===== config.mk =====
export PLATFORM = sky130hd
export DESIGN_NAME = switch_port_v2
export DESIGN_NICKNAME = d
export VERILOG_FILES = /design/src/rtl/switch_port_v2.sv
export SDC_FILE = /design/constraint.sdc
export NUM_CORES = 1
export LEC_CHECK = 0
export ABC_AREA = 1
export BUFFER_PORTS_ARGS = -buffer_cell sky130_fd_sc_hd__buf_2
export CORE_MARGIN = 2
export CORE_UTILIZATION = 35
export DETAILED_ROUTE_END_ITERATION = 16
export GPL_TIMING_DRIVEN = 0
export PLACE_DENSITY = 0.53
export SLEW_MARGIN = 20
export SYNTH_ARGS = -nofsm -noshare
export SYNTH_HDL_FRONTEND = slang
export SYNTH_SLANG_ARGS = --single-unit

===== constraint.sdc =====
create_clock -name clk_i -period 2 [get_ports clk_i]
set_input_delay 0.1 -clock clk_i [delete_from_list [all_inputs] [get_ports clk_i]]
set_output_delay 0.1 -clock clk_i [all_outputs]
set_load 0.02 [all_outputs]

===== src/rtl/switch_port_v2.sv =====
// Switch port: device TX handshake toward the fabric, and a fabric-fed RX FIFO presented to the device.
// Both device handshakes are 4-phase; validtx and ackrx are synchronised before use.
module switch_port_v2 #(
    parameter int  AW_DEV      = 2,
    parameter int  DW          = 8,
    parameter int  DEPTH       = 3,
    parameter int  AF_LVL      = 2,
    parameter int  SYNC_STAGES = 2,
    localparam int N_DEV       = (1 << AW_DEV) - 1
) (
    input  logic              clk_i,
    input  logic              rst_ni,
    input  logic [DW-1:0]     dat_i,
    input  logic [AW_DEV-1:0] adr_i,
    input  logic              validtx,
    output logic              acktx,
    output logic              req_o,
    input  logic              gnt,
    input  logic [N_DEV:0]    full_array,
    output logic [DW-1:0]     tx_dat_o,
    output logic [AW_DEV-1:0] tx_adr_o,
    output logic              tx_wen_o,
    input  logic [DW-1:0]     fifo_i,
    input  logic              wen,
    output logic              full,
    output logic              afull,
    output logic [DW-1:0]     dat_o,
    output logic              validrx,
    input  logic              ackrx,
    output logic [7:0]        ovf_cnt_o
);
    localparam logic [DEPTH:0] FIFO_N = (DEPTH+1)'(1 << DEPTH);
    localparam logic [DEPTH:0] AF_THR = (DEPTH+1)'((1 << DEPTH) - AF_LVL);

    typedef enum logic [1:0] {T_IDLE, T_REQ, T_SEND, T_ACK} tx_state_e;
    typedef enum logic [1:0] {R_IDLE, R_VALID, R_WAIT} rx_state_e;

    logic [SYNC_STAGES-1:0] vtx_sync_q, vtx_sync_d;
    logic [SYNC_STAGES-1:0] ack_sync_q, ack_sync_d;
    logic                   vtx_s, ack_s;

    tx_state_e         tx_state_q, tx_state_d;
    logic [DW-1:0]     tx_dat_q, tx_dat_d;
    logic [AW_DEV-1:0] tx_adr_q, tx_adr_d;

    rx_state_e        rx_state_q, rx_state_d;
    logic [DW-1:0]    mem_q [0:(1<<DEPTH)-1];
    logic [DEPTH-1:0] wr_ptr_q, wr_ptr_d, rd_ptr_q, rd_ptr_d;
    logic [DEPTH:0]   cnt_q, cnt_d;
    logic             full_q, full_d, afull_q, afull_d;
    logic [7:0]       ovf_q, ovf_d;
    logic [DW-1:0]    dat_q, dat_d;
    logic             wr_ok, pop;

    always_comb begin
        vtx_sync_d = {vtx_sync_q[SYNC_STAGES-2:0], validtx};
        ack_sync_d = {ack_sync_q[SYNC_STAGES-2:0], ackrx};
    end

    assign vtx_s = vtx_sync_q[SYNC_STAGES-1];
    assign ack_s = ack_sync_q[SYNC_STAGES-1];

    // The destination word is captured once on entry to T_REQ and held until the handshake closes.
    always_comb begin
        tx_state_d = tx_state_q;
        tx_dat_d   = tx_dat_q;
        tx_adr_d   = tx_adr_q;
        case (tx_state_q)
            T_IDLE: begin
                if (vtx_s) begin
                    tx_dat_d   = dat_i;
                    tx_adr_d   = adr_i;
                    tx_state_d = T_REQ;
                end
            end
            T_REQ:   if (gnt && !full_array[tx_adr_q]) tx_state_d = T_SEND;
            T_SEND:  tx_state_d = T_ACK;
            T_ACK:   if (!vtx_s) tx_state_d = T_IDLE;
            default: tx_state_d = T_IDLE;
        endcase
    end

    // Acceptance looks only at the start-of-cycle count, so a pop never makes room for a same-cycle write.
    always_comb begin
        wr_ok    = wen && (cnt_q < FIFO_N);
        pop      = (rx_state_q == R_IDLE) && (cnt_q != '0);
        wr_ptr_d = wr_ptr_q + DEPTH'(wr_ok);
        rd_ptr_d = rd_ptr_q + DEPTH'(pop);
        cnt_d    = cnt_q + (DEPTH+1)'(wr_ok) - (DEPTH+1)'(pop);
        full_d   = (cnt_d == FIFO_N);
        afull_d  = (cnt_d >= AF_THR);
        ovf_d    = ovf_q;
        if (wen && !wr_ok && (ovf_q != 8'hFF)) ovf_d = ovf_q + 8'd1;
        dat_d    = pop ? mem_q[rd_ptr_q] : dat_q;
        rx_state_d = rx_state_q;
        case (rx_state_q)
            R_IDLE:  if (pop) rx_state_d = R_VALID;
            R_VALID: if (ack_s) rx_state_d = R_WAIT;
            R_WAIT:  if (!ack_s) rx_state_d = R_IDLE;
            default: rx_state_d = R_IDLE;
        endcase
    end

    always_ff @(posedge clk_i) begin
        if (wr_ok) mem_q[wr_ptr_q] <= fifo_i;
    end

    always_ff @(posedge clk_i or negedge rst_ni) begin
        if (!rst_ni) begin
            vtx_sync_q <= '0;
            ack_sync_q <= '0;
            tx_state_q <= T_IDLE;
            tx_dat_q   <= '0;
            tx_adr_q   <= '0;
            rx_state_q <= R_IDLE;
            wr_ptr_q   <= '0;
            rd_ptr_q   <= '0;
            cnt_q      <= '0;
            full_q     <= 1'b0;
            afull_q    <= 1'b0;
            ovf_q      <= '0;
            dat_q      <= '0;
        end else begin
            vtx_sync_q <= vtx_sync_d;
            ack_sync_q <= ack_sync_d;
            tx_state_q <= tx_state_d;
            tx_dat_q   <= tx_dat_d;
            tx_adr_q   <= tx_adr_d;
            rx_state_q <= rx_state_d;
            wr_ptr_q   <= wr_ptr_d;
            rd_ptr_q   <= rd_ptr_d;
            cnt_q      <= cnt_d;
            full_q     <= full_d;
            afull_q    <= afull_d;
            ovf_q      <= ovf_d;
            dat_q      <= dat_d;
        end
    end

    assign req_o     = (tx_state_q == T_REQ) || (tx_state_q == T_SEND);
    assign tx_wen_o  = (tx_state_q == T_SEND);
    assign acktx     = (tx_state_q == T_ACK);
    assign tx_dat_o  = tx_dat_q;
    assign tx_adr_o  = tx_adr_q;
    assign validrx   = (rx_state_q == R_VALID);
    assign dat_o     = dat_q;
    assign full      = full_q;
    assign afull     = afull_q;
    assign ovf_cnt_o = ovf_q;

endmodule


==> metrics.txt <==
cts bufs inserted=9; yosys warns=0; diodes inserted=0; Hold Crit Depth=3; Synth Cell Area=roughly 4600 µm²; Crit path largest cell delay=0.54 ns; Pwr per Cell Area=around 1600 nW/µm²; CTS tree=done; GRT Total Usage=0.144; Starting Density=0.362; non-filler cells, final=a little under 700; IO Port Bufs=slightly below 60; Root Buffer Master=clkbuf_16; clock tree sinks=110; r2r endpoint=afull; worst path bufs/invs=4; die area=14,100 µm²; register bit total from synthesis=110; Critical Path Sink Type=register; Data arrival, critical path=~2.2 ns; I/O pin total=60; Nets=~540; initial DRC count=183; Min Hold Slack=0.0167 ns; Final Max Tran Viols=0; Avg Cell Area, Syn=about 11 µm²; Via Count=approximately 3,100; drt total wl=approximately 9500 µm; first-pass GRT wire length=~16,000 µm; dpl cells=~640; core outline area=around 13,000 µm²; FF-to-FF path depth=13; delay-heaviest family, CP=adder cells; Setup Skew=around 0.009 ns; max_slew headroom=0.500; GR Overflow Total=0; P_leak=2.45 nW; Fin. Hold Viols=0; slowest library cell on the worst path=fa_2; Crit Reg-Reg Startpoint=cnt_q[3]; syn_nets=between 400 and 500; largest net degree at the start of global routing=47; via density per instance=~4.6; Critical Path, Cell by Cell=inv_2, ha_4, nand2_4, nand2_4, buf_6, nand2_2, nand2_1, ha_2, inv_2, fa_2, inv_2, nand2_1, nand2_1; Netlist cell types=27; DR DRC count=0; VDD IR max=about 0.85 mV; Worst Hold Endpoint=tx_adr_o[1]; min-delay worst type=input pin to register; critical path type=register to register; Max FO, Critical Path=3; unrepaired setup endpoints after global routing=true; max_cap viols=0; fmax=509 MHz; Chip Width=about 120 µm; Worst-path clk slew=0.07 ns; Critical Path Start=cnt_q[3]; Tightest Pin Transition=0.747 ns; post-synthesis instance total=roughly 410; status=complete, no violations; # setup viols final=0; number of global-route vias before repair=around 3,200; initial antenna violation count=0; post-route minimum period=1.96 ns; Detail Route Antenna Nets=0; clk buf depth=2; DRT Pass-1 Iters=4; clock network latency to the later pin of the worst-skew pair=0.35 ns; FF-to-FF setup slack=0.04 ns; Critical Path RT=~2.2 ns; Die Span Y=between 100 and 150 µm; site row count=41; gp weighted congestion=around 0.8; fraction of layout cells with a size suffix above 1=0.274; CTS H-tree depth=3; post-DP HPWL=6690 µm; Area Growth Syn to Fin=23.7%; Hold Crit Start=adr_i[1]; Routed wire per std cell=14.0 µm; final critical-path share of the clock period=0.982; startpoint types=register; sequential area share after synthesis=0.667
-- worst min-delay path, stage by stage --
cell and delay (ns):
buf_2 0.08, nor2_1 0.03, a21oi_1 0.10
-- kinds of logic (layout without fill, tap and decap cells) --
| kind of cell | after synthesis | after routing | synth area share |
|---|---|---|---|
| compound gates | 40 | 40 | 0.0440 |
| xor+xnor | 9 | 9 | 0.0171 |
| fa+ha+maj | 14 | 14 | 0.0396 |
| buf+inv | 39 | 135 | 0.0448 |
| flops | 110 | 110 | 0.667 |
| mux | 9 | 9 | 0.0217 |
| simple gates | 187 | 187 | 0.166 |
-- through the flow --
| stage | util | area, µm² | setup WS [ns] | total power [mW] | setup TNS (ns) |
|---|---|---|---|---|---|
| finish | 0.448 | 5700 | 0.0367 | 8.93 | 0 |
| global route | 0.448 | 5700 | -0.0663 | 9.65 | -0.900 |
| CTS | 0.445 | 5660 | -0.0178 | 8.94 | -0.0227 |
| detailed placement | 0.403 | 5130 | -0.241 | 6.80 | -0.538 |
| global placement | 0.403 | 5130 | -0.232 | 6.72 | -0.461 |
| floorplan | - | 4620 | 0.0229 | 5.77 | 0 |
-- synth_stat cells --
master    instances  area share
o21ai_1           7      0.0076
o21ai_0          28       0.030
mux2i_1           1      0.0022
buf_4             4      0.0065
xnor2_1           6       0.011
inv_2             2      0.0016
ha_1             13       0.035
a21oi_1           4      0.0043
buf_2             4      0.0043
inv_1            22       0.018
nand3_1          33       0.036
mux2_2            8       0.020
buf_6             5       0.012
nand2_4           1      0.0024
edfxtp_1         64        0.42
nand3b_1          1      0.0016
nor2_1           85       0.069
o31ai_1           1      0.0016
clkinv_1          1     0.00081
dfrtp_1          46        0.25
or2_2             2      0.0027
inv_4             1      0.0014
xor2_1            3      0.0057
nand2_1          63       0.051
nand2_2           1      0.0014
nor2_2            1      0.0014
fa_1              1      0.0043
-- state kept, by name, summed over array words and instances (netlist names) --
register	cells
vtx_sync_q	2
cnt_q	4
ack_sync_q	2
tx_adr_o	2
rd_ptr_q	3
tx_dat_o	8
wr_ptr_q	3
full	1
afull	1
dat_o	8
rx_state_q	2
tx_state_q	2
mem_q	64
ovf_cnt_o	8
-- placed cells by master (no fill, tap or decap), types with 2 or more instances in the layout --
cell type,instances
a21oi_1,4
buf_2,61
buf_4,15
buf_6,6
clkbuf_16,10
dfrtp_1,45
dlygate4sd3_1,11
edfxtp_1,64
ha_1,11
inv_1,15
inv_2,9
inv_4,3
mux2_2,8
nand2_1,59
nand2_2,3
nand2_4,3
nand3_1,33
nor2_1,77
nor2_2,8
o21ai_0,28
o21ai_1,7
or2_2,2
xnor2_1,5
xor2_1,3
-- power by group --
group          total [mW]  switching [mW]  internal, mW
clock network        1.85           0.800          1.05
logic                3.83            2.31          1.52
registers            3.25           0.290          2.96
-- metal layers --
metal	track usage	part of all wire	up-vias
li1	-	-	1535
met1	0.182	0.46	1505
met2	0.241	0.49	63
met3	0.0347	0.038	9
met4	0.0469	0.012	0
met5	0	0	-
-- area by class of cell --
cell class,count,area (µm²)
Fill cell,1255,7020
Timing Repair Buffer,80,483
Sequential cell,110,3070
Buffer,13,113
Tap cell,172,215
Clock buffer,10,250
Inverter,26,100
Clock inverter,6,65.1
Multi-Input combinational cell,259,1400
-- timing repair --
action                                  in CTS  in global routing
endpoints found under the setup margin       4                 59
pin swaps                                    7                  6
resized for setup                           17                 11
hold endpoints to repair                    56                  0
buffers inserted                             8                  2
hold buffers                                11                  0
-- worst max-delay path by stage --
stage	endpoint	slack, ns	cells after the start
finish	afull	0.04	13
CTS	full	-0.02	14
global placement	full	-0.23	14
global route	afull	-0.07	13
floorplan	full	0.02	14
detailed placement	full	-0.24	14
Power figures use the tool's default switching activity.
